[src/rtl/spi_ctrl_pkg.sv]
`default_nettype none
// ============================================================================
// Module   : spi_ctrl_pkg
// Purpose  : Shared definitions for the A500 accelerator SPI window:
//            register indices, CTRL/STATUS bit positions, FSM encodings
//            and helpers that pack the CTRL/STATUS read words.
// Ports    : none (package)
// Revision : 1.0 - initial release
// ============================================================================
package spi_ctrl_pkg;

  // Register index, taken from ADDRESS[2:1]
  localparam logic [1:0] REG_DATA   = 2'd0;
  localparam logic [1:0] REG_CTRL   = 2'd1;
  localparam logic [1:0] REG_STATUS = 2'd2;
  localparam logic [1:0] REG_RSVD   = 2'd3;

  // CTRL bit positions
  localparam int CTRL_CS_BIT  = 0;
  localparam int CTRL_DIV_LSB = 1;
  localparam int CTRL_DIV_MSB = 2;

  // STATUS bit positions
  localparam int STATUS_BUSY_BIT = 0;
  localparam int STATUS_DONE_BIT = 1;

  // Value returned by the reserved register and held by RDATA after reset
  localparam logic [7:0] RSVD_READ_VALUE = 8'hFF;

  typedef enum logic [1:0] {
    B_IDLE = 2'd0,
    B_WAIT = 2'd1,
    B_ACK  = 2'd2
  } bus_state_t;

  typedef enum logic [1:0] {
    S_IDLE = 2'd0,
    S_LOW  = 2'd1,
    S_HIGH = 2'd2
  } shift_state_t;

  function automatic logic [7:0] ctrl_word(input logic cs, input logic [1:0] div);
    logic [7:0] w;
    w = 8'h00;
    w[CTRL_CS_BIT] = cs;
    w[CTRL_DIV_MSB:CTRL_DIV_LSB] = div;
    return w;
  endfunction

  function automatic logic [7:0] status_word(input logic busy, input logic done);
    logic [7:0] w;
    w = 8'h00;
    w[STATUS_BUSY_BIT] = busy;
    w[STATUS_DONE_BIT] = done;
    return w;
  endfunction

endpackage
`default_nettype wire

[src/rtl/spi_shift_engine.sv]
`default_nettype none
// ============================================================================
// Module   : spi_shift_engine
// Purpose  : Mode-0, MSB-first byte shifter with a 2-bit half-period
//            divider. A start pulse loads TX and the divider; eight SCK
//            pulses follow, each phase lasting DIV+1 MB_CLK cycles.
// Ports    : MB_CLK/RESET  - clock, asynchronous active-low reset
//            i_start       - load i_tx_data/i_div and begin a transfer
//            i_tx_data     - byte to send
//            i_div         - half-period divider (H = DIV+1)
//            i_miso        - serial data in
//            o_busy        - transfer in progress
//            o_fin         - last cycle of a transfer (comb.)
//            o_sck, o_mosi - serial clock / data out
//            o_rx_data     - received byte
// Revision : 1.0 - initial release
// ============================================================================
module spi_shift_engine
  import spi_ctrl_pkg::*;
(
  input  logic       MB_CLK,
  input  logic       RESET,
  input  logic       i_start,
  input  logic [7:0] i_tx_data,
  input  logic [1:0] i_div,
  input  logic       i_miso,
  output logic       o_busy,
  output logic       o_fin,
  output logic       o_sck,
  output logic       o_mosi,
  output logic [7:0] o_rx_data
);

  shift_state_t r_state;
  shift_state_t w_state_nxt;

  logic [1:0] r_cnt;
  logic [1:0] r_div;
  logic [2:0] r_bit_cnt;
  logic [6:0] r_tx;        // bits still to send after the one on MOSI
  logic [7:0] r_rx;
  logic       r_mosi;

  logic w_sample;
  logic w_shift;
  logic w_fin;

  always_ff @(posedge MB_CLK or negedge RESET) begin
    if (!RESET) r_state <= S_IDLE;
    else        r_state <= w_state_nxt;
  end

  always_comb begin
    w_state_nxt = r_state;
    w_sample    = 1'b0;
    w_shift     = 1'b0;
    w_fin       = 1'b0;
    case (r_state)
      S_IDLE: ;
      S_LOW: begin
        if (r_cnt == 2'd0) begin
          w_state_nxt = S_HIGH;
          w_sample    = 1'b1;     // SCK rising edge
        end
      end
      S_HIGH: begin
        if (r_cnt == 2'd0) begin
          if (r_bit_cnt == 3'd7) begin
            w_state_nxt = S_IDLE;
            w_fin       = 1'b1;
          end else begin
            w_state_nxt = S_LOW;
            w_shift     = 1'b1;   // SCK falling edge
          end
        end
      end
      default: w_state_nxt = S_IDLE;
    endcase
    // A start may coincide with the final cycle of the previous transfer
    if (i_start) w_state_nxt = S_LOW;
  end

  always_ff @(posedge MB_CLK or negedge RESET) begin
    if (!RESET) begin
      r_cnt     <= 2'd0;
      r_div     <= 2'd0;
      r_bit_cnt <= 3'd0;
      r_tx      <= 7'd0;
      r_rx      <= 8'h00;
      r_mosi    <= 1'b0;
    end else begin
      if (i_start) begin
        r_div     <= i_div;
        r_cnt     <= i_div;
        r_bit_cnt <= 3'd0;
        r_tx      <= i_tx_data[6:0];
        r_mosi    <= i_tx_data[7];
      end else begin
        if (r_state != S_IDLE) begin
          r_cnt <= (r_cnt == 2'd0) ? r_div : r_cnt - 2'd1;
        end
        if (w_shift) begin
          r_mosi    <= r_tx[6];
          r_tx      <= {r_tx[5:0], 1'b0};
          r_bit_cnt <= r_bit_cnt + 3'd1;
        end
      end
      if (w_sample) r_rx <= {r_rx[6:0], i_miso};
    end
  end

  assign o_busy    = (r_state != S_IDLE);
  assign o_sck     = (r_state == S_HIGH);
  assign o_fin     = w_fin;
  assign o_mosi    = r_mosi;
  assign o_rx_data = r_rx;

endmodule
`default_nettype wire

[src/rtl/spi_bus_controller.sv]
`default_nettype none
// ============================================================================
// Module   : spi_bus_controller
// Purpose  : Byte-wide SPI master in the A500 accelerator SPI window.
//            Decodes CPU register accesses (DATA/CTRL/STATUS), stretches
//            the slow /DTACK while a DATA access waits for a transfer, and
//            drives the shift engine. All state is on MB_CLK.
// Ports    : RESET, MB_CLK     - async active-low reset, 7 MHz clock
//            SEL, RW, REG      - qualified window select, direction, ADDRESS[2:1]
//            WDATA / RDATA     - DATA[15:8] write / read value
//            RDATA_OE          - read data output enable (SEL & RW)
//            DTACK_N           - slow /DTACK, active-low
//            SPI_CS/SCK/MOSI/MISO - SPI pins
// Revision : 1.0 - initial release
// ============================================================================
module spi_bus_controller
  import spi_ctrl_pkg::*;
#(
  parameter int         SYNC_STAGES = 2,
  parameter logic [1:0] DIV_RESET   = 2'd0
)(
  input  logic       RESET,
  input  logic       MB_CLK,
  input  logic       SEL,
  input  logic       RW,
  input  logic [1:0] REG,
  input  logic [7:0] WDATA,
  output logic [7:0] RDATA,
  output logic       RDATA_OE,
  output logic       DTACK_N,
  output logic       SPI_CS,
  output logic       SPI_SCK,
  output logic       SPI_MOSI,
  input  logic       SPI_MISO
);

  bus_state_t r_bus_state;
  bus_state_t w_bus_nxt;

  logic [SYNC_STAGES-1:0] r_sel_sync;
  logic       w_sel_s;
  logic       r_dtack_n;
  logic [7:0] r_rdata;
  logic       r_cs;
  logic [1:0] r_div;
  logic       r_done;

  logic       w_busy;
  logic       w_fin;
  logic [7:0] w_rx;
  logic       w_is_data;
  logic       w_stall;
  logic       w_do_access;
  logic       w_start;
  logic       w_data_rd;
  logic       w_ctrl_wr;
  logic [7:0] w_read_value;

  // SEL is asynchronous to MB_CLK
  always_ff @(posedge MB_CLK or negedge RESET) begin
    if (!RESET) r_sel_sync <= '0;
    else        r_sel_sync <= {r_sel_sync[SYNC_STAGES-2:0], SEL};
  end
  assign w_sel_s = r_sel_sync[SYNC_STAGES-1];

  // A transfer finishing this cycle no longer stalls, so a waiting DATA
  // access completes on the same edge that BUSY clears.
  assign w_is_data = (REG == REG_DATA);
  assign w_stall   = w_is_data & w_busy & ~w_fin;

  always_ff @(posedge MB_CLK or negedge RESET) begin
    if (!RESET) r_bus_state <= B_IDLE;
    else        r_bus_state <= w_bus_nxt;
  end

  always_comb begin
    w_bus_nxt   = r_bus_state;
    w_do_access = 1'b0;
    case (r_bus_state)
      B_IDLE: begin
        if (w_sel_s) begin
          if (w_stall) begin
            w_bus_nxt = B_WAIT;
          end else begin
            w_do_access = 1'b1;
            w_bus_nxt   = B_ACK;
          end
        end
      end
      B_WAIT: begin
        if (!w_sel_s) begin
          w_bus_nxt = B_IDLE;
        end else if (!w_stall) begin
          w_do_access = 1'b1;
          w_bus_nxt   = B_ACK;
        end
      end
      B_ACK: begin
        if (!w_sel_s) w_bus_nxt = B_IDLE;
      end
      default: w_bus_nxt = B_IDLE;
    endcase
  end

  assign w_start   = w_do_access & w_is_data & ~RW;
  assign w_data_rd = w_do_access & w_is_data & RW;
  assign w_ctrl_wr = w_do_access & (REG == REG_CTRL) & ~RW;

  always_comb begin
    w_read_value = RSVD_READ_VALUE;
    case (REG)
      REG_DATA:   w_read_value = w_rx;
      REG_CTRL:   w_read_value = ctrl_word(r_cs, r_div);
      REG_STATUS: w_read_value = status_word(w_busy, r_done);
      default:    w_read_value = RSVD_READ_VALUE;
    endcase
  end

  always_ff @(posedge MB_CLK or negedge RESET) begin
    if (!RESET) begin
      r_dtack_n <= 1'b1;
      r_rdata   <= RSVD_READ_VALUE;
      r_cs      <= 1'b0;
      r_div     <= DIV_RESET;
      r_done    <= 1'b0;
    end else begin
      r_dtack_n <= (w_bus_nxt != B_ACK);
      if (w_do_access && RW) r_rdata <= w_read_value;
      if (w_ctrl_wr) begin
        r_cs  <= WDATA[CTRL_CS_BIT];
        r_div <= WDATA[CTRL_DIV_MSB:CTRL_DIV_LSB];
      end
      // A DATA read on the finishing edge clears DONE rather than seeing it
      r_done <= (r_done | w_fin) & ~w_data_rd;
    end
  end

  spi_shift_engine u_shift (
    .MB_CLK    (MB_CLK),
    .RESET     (RESET),
    .i_start   (w_start),
    .i_tx_data (WDATA),
    .i_div     (r_div),
    .i_miso    (SPI_MISO),
    .o_busy    (w_busy),
    .o_fin     (w_fin),
    .o_sck     (SPI_SCK),
    .o_mosi    (SPI_MOSI),
    .o_rx_data (w_rx)
  );

  // Releasing SEL releases /DTACK immediately, without waiting for the sync chain
  assign DTACK_N  = r_dtack_n | ~SEL;
  assign RDATA    = r_rdata;
  assign RDATA_OE = SEL & RW;
  assign SPI_CS   = ~r_cs;

endmodule
`default_nettype wire

[config.mk]
export PLATFORM = sky130hd
export DESIGN_NAME = spi_bus_controller
export DESIGN_NICKNAME = d
export VERILOG_FILES = /design/src/rtl/spi_ctrl_pkg.sv /design/src/rtl/spi_shift_engine.sv /design/src/rtl/spi_bus_controller.sv
export SDC_FILE = /design/constraint.sdc
export NUM_CORES = 1
export LEC_CHECK = 0
export ABC_AREA = 1
export CORE_UTILIZATION = 58
export DETAILED_ROUTE_END_ITERATION = 8
export GPL_TIMING_DRIVEN = 0
export PLACE_DENSITY = 0.81
export SYNTH_ARGS = -nofsm -noshare
export SYNTH_HDL_FRONTEND = slang
export SYNTH_SLANG_ARGS = --single-unit
[constraint.sdc]
create_clock -name MB_CLK -period 2.9 [get_ports MB_CLK]
set_input_delay 0.29 -clock MB_CLK [delete_from_list [all_inputs] [get_ports MB_CLK]]
set_output_delay 0.29 -clock MB_CLK [all_outputs]
set_load 0.1 [all_outputs]
Word-level counts from Yosys, hierarchy flattened
Index checks and enable logic that the tools add are counted.
Widths: inputs -> output; s select.
{ "totals": {"ff_bits": 42, "latchBits": 0, "mem_bits_rw": 0, "mem_bits_ro": 0, "input_bits": 15, "n_memories": 0} }
{ "op_classes": {"n_addsub": 2, "n_mul": 0, "n_div": 0, "n_lt_le_gt_ge": 0, "n_eq_ne": 11, "n_shift": 0, "n_mux": 32, "n_bitwise": 16, "n_reduce_logical": 10} }
{ "ops": {"columns": ["operator", "n"], "rows": [
  ["$pmux 8 s3", 1],
  ["$mux 2", 11],
  ["$mux 1", 14],
  ["$mux 7", 2],
  ["$pmux 2 s3", 2],
  ["$and 1x1->1", 9],
  ["$logic_not 2->1", 4],
  ["$eq 2x1->1 const B", 3],
  ["$eq 2x2->1 const B", 3],
  ["$mux 3", 2],
  ["$ne 3x1->1 const B", 2],
  ["$reduce_bool 2->1", 3],
  ["$not 1->1", 5],
  ["$add 3x1->3 const B", 1],
  ["$eq 3x3->1 const B", 1],
  ["$reduce_and 3->1", 1],
  ["$ne 2x1->1 const B", 1],
  ["$ne 2x2->1 const B", 1],
  ["$or 1x1->1", 2],
  ["$reduce_or 2->1", 1],
  ["$sub 2x1->2 const B", 1],
  ["$logic_and 1x1->1", 1]
]} }

Logic depth before layout (Yosys ltp)
{ "depth": {"ltp_word": 13, "ltp_mapped": 10} }

By module
Synthesis repeated with hierarchy kept, for this count alone.
{ "unflattened": {"hier_cells": 242, "hier_area_um2": 2132.0} }
{ "modules_own_cells": {"columns": ["mod", "instances", "cells_per_inst", "area_each_um2"], "rows": [
  ["spi_shift_engine", 1, 146, 1265.0],
  ["spi_bus_controller", 1, 96, 867.1]
]} }

Least setup slack after synthesis
OpenSTA, ideal clock, no wires.
{ "synth_timing": {"path_kind": "flip-flop to flip-flop", "start": "reg u_shift.r_state[0]", "end": "reg r_cs", "arrival_time_ps": 1707, "path_slack_ps": 1030, "stages_incl_launch_ff": 8, "n_path_buf": 1, "period_less_slack_ps": 1870, "cell_sequence": "dfrtp_1 -> nor2_4 -> nand3_4 -> nand2_4 -> nand2_4 -> buf_6 -> nor3_4 -> o21ai_0"} }
{ "synth_between": {"elab_chain_cells": 9, "word_cells_on_any_way": 11} }
{ "synth_rtl": {"columns": ["item", "line_no", "source"], "rows": [
  ["start, declared", "spi_shift_engine.sv:34", "shift_state_t r_state;"],
  ["start signal, assigned", "spi_shift_engine.sv:50", "else r_state <= w_state_nxt;"],
  ["$eq 2x2->1", null, null],
  ["via SPI_SCK", "spi_bus_controller.sv:32", "output logic SPI_SCK,"],
  ["$mux 1", "spi_shift_engine.sv:58", "case (r_state)"],
  ["$not 1->1", "spi_bus_controller.sv:69", "assign w_stall = w_is_data & w_busy & ~w_fin;"],
  ["$and 1x1->1", "spi_bus_controller.sv:69", null],
  ["$mux 1", "spi_bus_controller.sv:82, spi_bus_controller.sv:93", null],
  ["$mux 1", "spi_bus_controller.sv:81", "if (w_sel_s) begin"],
  ["$mux 1", null, null],
  ["$and 1x1->1 (2 in series)", "spi_bus_controller.sv:107", "assign w_ctrl_wr = w_do_access & (REG == REG_CTRL) & ~RW;"],
  ["end signal, assigned", "spi_bus_controller.sv:130", "r_cs <= WDATA[CTRL_CS_BIT];"],
  ["end, declared", "spi_bus_controller.sv:44", "logic r_cs;"]
]} }
The timed path passes the listed nets, and every way through them passes these cells.
A chain may end at the register's enable or synchronous reset.

Worst setup path in the final report
{ "layout_timing": {"start": "reg u_shift.r_state[0]", "end": "out SPI_SCK"} }
{ "layout_between": {"elab_chain_cells": 1} }
{ "layout_rtl": {"columns": ["item", "line_no", "source"], "rows": [
  ["$eq 2x2->1", "spi_shift_engine.sv:113", "assign o_sck = (r_state == S_HIGH);"],
  ["end, declared", "spi_bus_controller.sv:32", null]
]} }
No other way between the ends.

==> results.json <==
{
  "status": "finished, final reports clean",
  "io_buffers": 27,
  "leakage_nw": 1.163,
  "max_slew.worst_pin.slew_ps": 964.4,
  "first_pass_iters": 4,
  "cts_resized": 0,
  "initial_core_util": 0.6025,
  "tns_ps": 0,
  "place.gp.congestion": 0.8073,
  "drcViolationCount": 0,
  "drt-total-wl_mm": 3.924,
  "syn_inst": 224,
  "cp_max_fo": 4,
  "cp.arrival_ps": 2150,
  "fin_crit_ps": 2438,
  "finalSetupViolCount": 0,
  "synth.distinct_cells": 32,
  "core-area_mm2": 0.003337,
  "ys_async_sr_fraction": 1.000,
  "skew_ps": 12.56,
  "total_power_w": 0.002687,
  "power.density_mw_per_mm2": 1101,
  "grt_pass1_vias": 1410,
  "drtIter0Drc": 75,
  "min_path_type": "in -> async",
  "syn_nets": 245,
  "grt_usage": 0.2439,
  "rows": 21,
  "fin_crit_sh": 0.8407,
  "path_class": "reg -> out",
  "ys_warn_count": 0,
  "cp-end-kind": "primary output",
  "antenna_found_initial": 0,
  "dieArea_mm2": 0.003706,
  "antenna_left": 0,
  "area_growth_pct": 21.34,
  "synth-edff-count": 0,
  "required_ps": 2610,
  "fin_hold_ws_ps": 44.39,
  "slew_headroom": 0.3551,
  "clkSinkCount": 42,
  "grt_setup_unrepaired": "no",
  "drive_gt1_frac": 0.1467,
  "r2r_start": "u_shift.r_bit_cnt[0]$_DFFE_PN0P_",
  "grt_max_degree": 43,
  "netlist.area_leader.share": 0.4107,
  "final_cells": 305,
  "dpl.hpwl_mm": 2.844,
  "ctsHoldBuffers": 0,
  "io_pins": 28,
  "fp.dieH_um": 60.88,
  "r2r-end": "u_shift.r_bit_cnt[1]$_DFFE_PN0P_",
  "crit_family": "buffers and inverters",
  "vias_per_cell": 5.157,
  "crit_path_top_delay_cell": "clkdlybuf4s50_1",
  "globalRouteOverflowTotal": 0,
  "routedWlPerCell_um": 12.87,
  "yosysTopAreaCell": "dfrtp_1",
  "cap_violations": 0,
  "insertion_delay_ps": 360,
  "cts_buffer_depth": 2,
  "synth_area_mm2": 0.002011,
  "hold_viol": 0,
  "htree_levels": 2,
  "r2r_slack_ps": 1210,
  "ys_seq_elements": 42,
  "cts-buffers-inserted": 5,
  "max_freq_ghz": 0.4102,
  "dpl.cell_count": 297,
  "path_buf_inv": 1,
  "cp.depth": 2,
  "path_cells": "nor2_4 -> clkdlybuf4s50_1",
  "postCtsSetupBuffers": 0,
  "vias": 1573,
  "antennaDiodeCount": 0,
  "peakVddDrop_v": 0.0006758,
  "synth_area_leaders": "dfrtp_1, dfstp_2, nand2_1",
  "slew_violations": 0,
  "ys_seq_area_frac": 0.5283,
  "ys.flop_type": "dfrtp_1",
  "cts_tree": "built",
  "grt_pass1_wl_mm": 6.313,
  "die_w_um": 60.88,
  "rr_worst_depth": 7,
  "path_clk_slew_ps": 130,
  "nNetsFinal": 279,
  "slowest_delay_ps": 1160,
  "cts_root_buffer": "clkbuf_4",
  "avgSynthCellArea_um2": 8.976,
  "critPathLaunchType": "flip-flop"
}
[area by class of cell]
cell class | count | area (um^2)
well taps | 46 | 57.56
inverters | 35 | 131.4
flip-flops and latches | 42 | 1062
multi-input cells | 143 | 790.8
clock buffers | 5 | 37.54
fillers | 262 | 897.1
plain buffers | 4 | 26.28
clock inverters | 3 | 68.82
repair buffers | 27 | 265.3
[cell usage after synthesis (all sizes together) (2+ instances only)]
library cell / instances
nand2: 53
nand3: 5
buf: 2
clkbuf: 2
a21oi: 7
o211ai: 3
dfstp: 9
ha: 6
o21bai: 2
or2: 5
nor2: 20
nand4: 2
inv: 35
dfrtp: 33
o21ai: 33
[registers in the layout, indices dropped and copies added (netlist names)]
name               count
RDATA                  8
u_shift.o_rx_data      8
u_shift.r_tx           7
u_shift.r_bit_cnt      3
r_bus_state            2
r_div                  2
r_sel_sync             2
u_shift.r_cnt          2
u_shift.r_div          2
u_shift.r_state        2
r_cs                   1
r_done                 1
r_dtack_n              1
u_shift.o_mosi         1
[layer usage]
layer  part of all wire  track usage  up-vias
met4              0.017      0.07792        0
met2               0.48       0.3972       36
met3              0.047      0.07036        8
met5                  0            0        -
met1               0.46       0.3151      750
li1                   -            -      779
[cell usage in the layout (no fill, tap or decap)]
master           count
inv_1               32
buf_2                1
o31ai_1              1
clkdlybuf4s50_1     26
or2_0                1
nor2_1              16
o22ai_1              1
nand3b_1             1
buf_4                1
o21bai_1             2
clkinv_4             1
nand4_4              1
bufinv_16            2
nand2_1             50
clkbuf_1             2
or2_2                4
clkbuf_4             5
dfrtp_1             33
buf_6                1
nand2_2              1
a21oi_1              7
dfstp_2              9
nor2_2               1
o21ai_0             32
nand4_1              1
nor3_4               1
nor2_4               3
o221ai_1             1
nand3_1              4
o211ai_1             3
o21ai_1              1
mux2_2               1
nand3_4              1
inv_2                3
o21a_1               1
ha_1                 6
nand2_4              2
[worst max path at each step]
stage,start,endpoint
after floorplan,u_shift.r_state[0]$_DFFE_PN0P_,r_cs$_DFFE_PN0P_
after global placement,RW,RDATA_OE
final,u_shift.r_state[0]$_DFFE_PN0P_,SPI_SCK
after CTS,u_shift.r_state[0]$_DFFE_PN0P_,SPI_SCK
after global routing,RW,RDATA_OE
after detailed placement,RW,RDATA_OE
[where the power goes]
group          switching, W  leakage [nW]  internal, W
combinational      0.000891         0.608     0.000333
sequential         0.000135         0.500     0.000863
clock              0.000196        0.0554     0.000270
total               0.00122          1.16      0.00147
[cells by family after synthesis]
| family | after synthesis | share of synthesized area |
|---|---|---|
| multiplexers | 1 | 0.005600 |
| buffers and inverters | 39 | 0.07841 |
| flip-flops | 42 | 0.5283 |
| AND/OR/NAND/NOR | 87 | 0.2172 |
| AO/OA/AOI/OAI | 49 | 0.1332 |
| adder cells (fa/ha/maj) | 6 | 0.03734 |
[per-stage QoR]
stage | utilization | setup WS, ps | cell area, um^2
global placement | 0.7008 | 503.4 | 2338
detailed placement | 0.6993 | 456.9 | 2333
global route | 0.7312 | 362.9 | 2440
floorplan | - | 1030 | 2011
CTS | 0.7312 | 448.1 | 2440
finish | 0.7312 | 462.1 | 2440
Note: power is estimated with default switching activity, not from simulation.
